File: src/rtl/dpu_mac_seq_pkg.sv
// Shared types and constants for the INT8 MAC sequencer.
// Contents:
//   mac_seq_state_e : sequencer FSM state encoding
//   ACC_W           : accumulator / result width
//   DATA_W          : weight and activation operand width
package dpu_mac_seq_pkg;

    localparam int ACC_W  = 32;
    localparam int DATA_W = 8;

    typedef enum logic [1:0] {
        IDLE  = 2'd0,
        RUN   = 2'd1,
        DRAIN = 2'd2,
        OUT   = 2'd3
    } mac_seq_state_e;

endpackage

File: src/rtl/mac_seq_addr_gen.sv
// Element counter and address generator for the MAC sequencer.
// Once loaded with a non-zero length, it holds the read strobe high for
// exactly that many consecutive cycles. Each cycle it steps both buffer
// addresses from their bases. Addresses wrap modulo 2**ADDR_W.
// Ports:
//   clk, rst_n         clock, asynchronous active-low reset
//   i_load             start a sweep (caller guarantees i_len != 0)
//   i_len              element count
//   i_w_base/i_a_base  weight / activation base addresses
//   o_rd_en            read strobe shared by both buffers
//   o_w_addr/o_a_addr  current read addresses
//   o_last             strobe is on the final element of the sweep
module mac_seq_addr_gen #(
    parameter int ADDR_W = 10,
    parameter int LEN_W  = 10
) (
    input  logic              clk,
    input  logic              rst_n,
    input  logic              i_load,
    input  logic [LEN_W-1:0]  i_len,
    input  logic [ADDR_W-1:0] i_w_base,
    input  logic [ADDR_W-1:0] i_a_base,
    output logic              o_rd_en,
    output logic [ADDR_W-1:0] o_w_addr,
    output logic [ADDR_W-1:0] o_a_addr,
    output logic              o_last
);

    logic              r_rd_en;
    logic [ADDR_W-1:0] r_w_addr;
    logic [ADDR_W-1:0] r_a_addr;
    logic [LEN_W-1:0]  r_remain;    // elements left after the current one

    always_ff @(posedge clk or negedge rst_n) begin
        if (!rst_n) begin
            r_rd_en  <= 1'b0;
            r_w_addr <= '0;
            r_a_addr <= '0;
            r_remain <= '0;
        end else if (i_load) begin
            r_rd_en  <= 1'b1;
            r_w_addr <= i_w_base;
            r_a_addr <= i_a_base;
            r_remain <= i_len - LEN_W'(1);
        end else if (r_rd_en) begin
            if (r_remain == '0) begin
                r_rd_en <= 1'b0;
            end else begin
                r_w_addr <= r_w_addr + ADDR_W'(1);
                r_a_addr <= r_a_addr + ADDR_W'(1);
                r_remain <= r_remain - LEN_W'(1);
            end
        end
    end

    assign o_rd_en  = r_rd_en;
    assign o_w_addr = r_w_addr;
    assign o_a_addr = r_a_addr;
    assign o_last   = r_rd_en && (r_remain == '0);

endmodule

File: src/rtl/mac_seq_ctrl.sv
// Sequencer for one external INT8 MAC primitive.
// On start, it streams len weight/activation pairs from two synchronous-read
// buffers into the MAC at one pair per cycle and chains the 32-bit
// accumulator. The final dot product is returned over a valid/ready port.
// Optional feature macro: MAC_SEQ_BIAS_EN adds the i_bias port. The bias is
// latched with start and seeds the accumulator. Without the macro the seed
// is zero.
// Ports:
//   clk, rst_n                      clock, asynchronous active-low reset
//   i_start, i_len, i_w_base,
//   i_a_base, (i_bias)              job request, sampled only in IDLE
//   o_busy                          high outside IDLE
//   o_w_rd_en/o_w_rd_addr/i_w_rd_data   weight buffer read port
//   o_a_rd_en/o_a_rd_addr/i_a_rd_data   activation buffer read port
//   o_mac_valid, o_mac_weight, o_mac_activation, o_mac_acc_in   to MAC
//   i_mac_acc_out, i_mac_done                                   from MAC
//   o_res_valid, i_res_ready, o_res_data                        result port
//
// state | meaning
// IDLE  | waiting for start
// RUN   | issuing buffer reads, one element per cycle
// DRAIN | waiting for the last MAC sum to come back
// OUT   | presenting the result until it is accepted
module mac_seq_ctrl
    import dpu_mac_seq_pkg::*;
#(
    parameter int ADDR_W = 10,
    parameter int LEN_W  = 10
) (
    input  logic                     clk,
    input  logic                     rst_n,
    input  logic                     i_start,
    input  logic [LEN_W-1:0]         i_len,
    input  logic [ADDR_W-1:0]        i_w_base,
    input  logic [ADDR_W-1:0]        i_a_base,
`ifdef MAC_SEQ_BIAS_EN
    input  logic signed [ACC_W-1:0]  i_bias,
`endif
    output logic                     o_busy,
    output logic                     o_w_rd_en,
    output logic [ADDR_W-1:0]        o_w_rd_addr,
    input  logic signed [DATA_W-1:0] i_w_rd_data,
    output logic                     o_a_rd_en,
    output logic [ADDR_W-1:0]        o_a_rd_addr,
    input  logic signed [DATA_W-1:0] i_a_rd_data,
    output logic                     o_mac_valid,
    output logic signed [DATA_W-1:0] o_mac_weight,
    output logic signed [DATA_W-1:0] o_mac_activation,
    output logic signed [ACC_W-1:0]  o_mac_acc_in,
    input  logic signed [ACC_W-1:0]  i_mac_acc_out,
    input  logic                     i_mac_done,
    output logic                     o_res_valid,
    input  logic                     i_res_ready,
    output logic signed [ACC_W-1:0]  o_res_data
);

    mac_seq_state_e r_state;
    mac_seq_state_e w_next_state;

    logic                    w_accept;
    logic                    w_len_zero;
    logic                    w_rd_en;
    logic                    w_last;
    logic                    w_final_done;
    logic signed [ACC_W-1:0] w_init_in;

    logic                    r_mac_valid;
    logic                    r_mac_last;
    logic                    r_done_last;
    logic                    r_first_pending;
    logic signed [ACC_W-1:0] r_init;
    logic signed [ACC_W-1:0] r_res_data;

`ifdef MAC_SEQ_BIAS_EN
    assign w_init_in = i_bias;
`else
    assign w_init_in = '0;
`endif

    assign w_accept     = (r_state == IDLE) && i_start;
    assign w_len_zero   = (i_len == '0);
    // The MAC returns a sum for every element, so the sum is tagged to
    // recognise the one that belongs to the last element.
    assign w_final_done = i_mac_done && r_done_last;

    mac_seq_addr_gen #(
        .ADDR_W (ADDR_W),
        .LEN_W  (LEN_W)
    ) u_addr_gen (
        .clk      (clk),
        .rst_n    (rst_n),
        .i_load   (w_accept && !w_len_zero),
        .i_len    (i_len),
        .i_w_base (i_w_base),
        .i_a_base (i_a_base),
        .o_rd_en  (w_rd_en),
        .o_w_addr (o_w_rd_addr),
        .o_a_addr (o_a_rd_addr),
        .o_last   (w_last)
    );

    always_ff @(posedge clk or negedge rst_n) begin
        if (!rst_n) begin
            r_state <= IDLE;
        end else begin
            r_state <= w_next_state;
        end
    end

    always_comb begin
        w_next_state = r_state;
        case (r_state)
            IDLE:    if (i_start) w_next_state = w_len_zero ? OUT : RUN;
            RUN:     if (w_last) w_next_state = DRAIN;
            DRAIN:   if (w_final_done) w_next_state = OUT;
            OUT:     if (i_res_ready) w_next_state = IDLE;
            default: w_next_state = IDLE;
        endcase
    end

    always_ff @(posedge clk or negedge rst_n) begin
        if (!rst_n) begin
            r_mac_valid     <= 1'b0;
            r_mac_last      <= 1'b0;
            r_done_last     <= 1'b0;
            r_first_pending <= 1'b1;
            r_init          <= '0;
            r_res_data      <= '0;
        end else begin
            r_mac_valid <= w_rd_en;
            r_mac_last  <= w_last;
            r_done_last <= r_mac_last;
            if (w_accept) begin
                r_init          <= w_init_in;
                r_first_pending <= 1'b1;
            end else if (r_mac_valid) begin
                r_first_pending <= 1'b0;
            end
            if (w_accept && w_len_zero) begin
                r_res_data <= w_init_in;
            end else if ((r_state == DRAIN) && w_final_done) begin
                r_res_data <= i_mac_acc_out;
            end
        end
    end

    assign o_busy           = (r_state != IDLE);
    assign o_w_rd_en        = w_rd_en;
    assign o_a_rd_en        = w_rd_en;
    assign o_mac_valid      = r_mac_valid;
    assign o_mac_weight     = i_w_rd_data;
    assign o_mac_activation = i_a_rd_data;
    // The first element of a job is seeded with the init value. Every later
    // element chains the sum the MAC registered on the previous cycle.
    assign o_mac_acc_in     = r_first_pending ? r_init : i_mac_acc_out;
    assign o_res_valid      = (r_state == OUT);
    assign o_res_data       = r_res_data;

endmodule
File: config.mk
export PLATFORM = sky130hd
export DESIGN_NAME = mac_seq_ctrl
export DESIGN_NICKNAME = d
export VERILOG_FILES = /design/src/rtl/dpu_mac_seq_pkg.sv /design/src/rtl/mac_seq_addr_gen.sv /design/src/rtl/mac_seq_ctrl.sv
export SDC_FILE = /design/constraint.sdc
export NUM_CORES = 1
export LEC_CHECK = 0
export BUFFER_PORTS_ARGS = -buffer_cell sky130_fd_sc_hd__buf_4
export CAP_MARGIN = 20
export CORE_ASPECT_RATIO = 1.25
export CORE_MARGIN = 4
export CORE_UTILIZATION = 50
export DETAILED_ROUTE_END_ITERATION = 10
export GPL_ROUTABILITY_DRIVEN = 0
export PLACE_DENSITY_LB_ADDON = 0.08
export SLEW_MARGIN = 10
export SYNTH_ARGS = -nofsm -noshare
export SYNTH_HDL_FRONTEND = slang
export SYNTH_SLANG_ARGS = --single-unit
File: constraint.sdc
create_clock -name clk -period 5.1 [get_ports clk]
set_clock_uncertainty 0.2 [all_clocks]
set_input_delay 1.275 -clock clk [delete_from_list [all_inputs] [get_ports clk]]
set_output_delay 1.275 -clock clk [all_outputs]
set_load 0.05 [all_outputs]
==> summary.md <==
| Metric | Value |
|---|---|
| Cts hold-fix bufs | `0` |
| Max Cap Violations | `0` |
| FFs w/ async S/R, synth | `100%` |
| Fmax | `0.247 GHz` |
| Mapped Cells | `435` |
| Resize count post-CTS | `0` |
| Top_reg_cell synth | `dfrtp_1` |
| Final HPWL DP | `7.36 mm` |
| Largest family of logic cells by synthesized area | `simple AND/OR/NAND/NOR gates` |
| CORE AREA | `0.00740 mm^2` |
| Worst rel slew slack | `41.7%` |
| Overall routed net length | `9.94 mm` |
| Drt first pass iters | `4` |
| Ant. Diodes | `0` |
| Critical Path End Type | `flip-flop` |
| CP max FO | `6` |
| Layout cells sized above 1 | `32.2%` |
| Syn Area/Cell | `8.72 um^2` |
| Grt total ovfl | `0` |
| Io pins | `188` |
| Number of synthesized flops with an enable pin | `0` |
| Hold WC Path Type | `reg -> reg` |
| Rows | `35` |
| Synth Area in Compound Gates | `15.1%` |
| Top cell type's share of synthesized area | `44.8%` |
| WP data required | `5150 ps` |
| Post-placement cell count | `647` |
| Htree depth | `3` |
| Root buf cell | `clkbuf_8` |
| Final Net Count | `658` |
| CP Data Arrival Time | `4100 ps` |
| Cell taking the most area after synthesis | `dfrtp_1` |
| DIE HEIGHT | `105 um` |
| Most numerous cell in the Yosys netlist | `nand2_1` |
| Post-synthesis cell area | `0.00379 mm^2` |
| Final std cells w/o fill | `664` |
| CTS tree | `yes` |
| Final slew viol count | `0` |
| Initial antenna violation count | `0` |
| DRC viols | `0` |
| Total power per unit cell area | `540 mW/mm^2` |
| Clock Tree Buf Depth | `2` |
| Final setup vio count | `0` |
| Final min period | `4050 ps` |
| Largest net degree at the start of global routing | `70` |
| 1st-iter DRT viols | `126` |
| Mux share of post-synthesis cell area | `2.14%` |
| Post-synthesis xor/xnor area fraction | `5.08%` |
| Worst setup path class | `in -> reg` |
| Clk slew on worst S/H paths | `70 ps` |
| Status | `completed` |
| Fillcell total | `647` |
| Tot GR Track Use | `21.9%` |
| Initial Utilization | `51.3%` |
| CTS buffer count | `9` |
| Port Buffer Count | `155` |
| Vias in the first global route | `3374` |
| First-pass GRT wire length | `16.0 mm` |
| Routed vias | `3523` |
| Dominant cells by area after synthesis | `dfrtp_1, nand2_1, a21oi_1` |
| Ys Warns | `0` |
| Period utilisation layout | `79.4%` |
| Leak | `2.45 nW` |
| Depth of the most critical reg-to-reg path | `11` |
| Commonest cells in the netlist | `nand2_1, dfrtp_1, a21oi_1` |
| Worst ir drop on vdd | `356 uV` |
| Sequential share of the synthesized area | `45.5%` |
| Simple-gate area share of the yosys netlist | `22.5%` |
| Setup Fix Bufs, Post-CTS | `0` |
| Number of nets with antenna violations after routing | `0` |
| Syn Nets | `526` |
| Vias per inst | `5.31` |
| Routed length per placed instance | `15.0 um` |
| Area delta synth->final | `35.3%` |
| Worst Tran Pin Value | `875 ps` |
| Synth Area in Adders | `2.64%` |
| Die width | `85.9 um` |
| RSZ-0062 raised after global routing | `no` |
| Setup TNS | `0 ps` |
| CP Launch Type | `input port` |
| Post-synth cell types | `50` |
| Total die area | `0.00906 mm^2` |
| Clock sink total | `69` |
| Yosys reg bits | `69` |
| Hold Path Cell Cnt | `0` |
| Final hold violation count | `0` |
| Worst-Skew Late Latency | `340 ps` |
state kept, by name, indices dropped and copies added (netlist names):
name                 flops
r_first_pending          1
r_state                  2
u_addr_gen.o_rd_en       1
r_done_last              1
o_mac_valid              1
u_addr_gen.r_remain     10
u_addr_gen.o_a_addr     10
u_addr_gen.o_w_addr     10
r_mac_last               1
o_res_data              32
cell usage in the layout, fill, tap and decap left out, drive strengths merged, types with 2 or more instances in the layout:
| cell | count |
|---|---|
| a211oi | 2 |
| nand2 | 93 |
| nand3 | 9 |
| a21oi | 45 |
| a22o | 3 |
| o31ai | 4 |
| and2 | 2 |
| xor2 | 13 |
| a221o | 2 |
| o21ai | 22 |
| a31oi | 5 |
| clkbuf | 12 |
| buf | 162 |
| inv | 9 |
| nor3 | 6 |
| nand4 | 3 |
| clkinvlp | 2 |
| and3 | 6 |
| ha | 8 |
| nor2b | 33 |
| dfrtp | 68 |
| nor2 | 22 |
| and4 | 2 |
| o211ai | 2 |
| a32oi | 2 |
| xnor2 | 9 |
| mux2i | 7 |
layout make-up:
class	instances	area, um^2	area share [%]
multi-input cells	317	1810	35.3
flip-flops and latches	69	1730	33.7
repair buffers	162	1230	24.0
clock buffers	12	165	3.22
well taps	92	115	2.24
clock inverters	4	53.8	1.05
inverters	8	30.0	0.585
power breakdown:
| part | switching [W] | internal (W) | total (W) |
|---|---|---|---|
| clock | 0.000208 | 0.000268 | 0.000476 |
| combinational | 0.000929 | 0.000492 | 0.00142 |
| sequential | 0.000181 | 0.000695 | 0.000876 |
| total | 0.00132 | 0.00145 | 0.00277 |
path summary, 6_finish.rpt:
kind | start | slack [ps] | endpoint
max reg2reg | r_state[0] | 1680 | u_addr_gen.r_remain[8]
min in group asynchronous | rst_n | 840 | o_res_data[27]
max in group asynchronous | rst_n | 3270 | r_done_last
min reg2reg | r_mac_last | 160 | r_done_last
min | r_mac_last | 160 | r_done_last
max | i_len[5] | 1050 | u_addr_gen.r_remain[8]
layer usage:
| metal | share of wire [%] | wire [um] | global-route usage [%] |
|---|---|---|---|
| met4 | 1.3 | 132 | 8.37 |
| met1 | 41 | 4050 | 27.5 |
| met5 | 0 | 0 | 0 |
| met3 | 7.8 | 780 | 4.53 |
| met2 | 50 | 4980 | 36.5 |
metrics by stage:
stage / total power [W] / setup slack (ps) / hold WS [ps] / instance area, um^2 / util, %
finish: 0.00277 / 1050 / 159 / 5130 / 69.4
global route: 0.00294 / 901 / 161 / 5130 / 69.4
CTS: 0.00280 / 1110 / 162 / 5120 / 69.2
detailed placement: 0.00231 / 759 / 146 / 4900 / 66.2
global placement: 0.00229 / 849 / 131 / 4890 / 66.0
floorplan: 0.00192 / 1020 / 131 / 3790 / -
logic make-up after synthesis:
group | after synthesis
compound gates | 97
xor+xnor | 22
fa+ha+maj | 8
buf+inv | 49
flops | 69
mux | 8
simple gates | 182
critical path: stages:
cell and delay (ps):
buf_4 130, or4_1 560, and4bb_2 420, nand2b_1 170, mux2i_1 200, ha_1 230, o21ai_0 100, a211oi_1 490
o2111ai_1 220, xor2_1 180, mux2i_1 120
(Power assumes the default switching activity.)
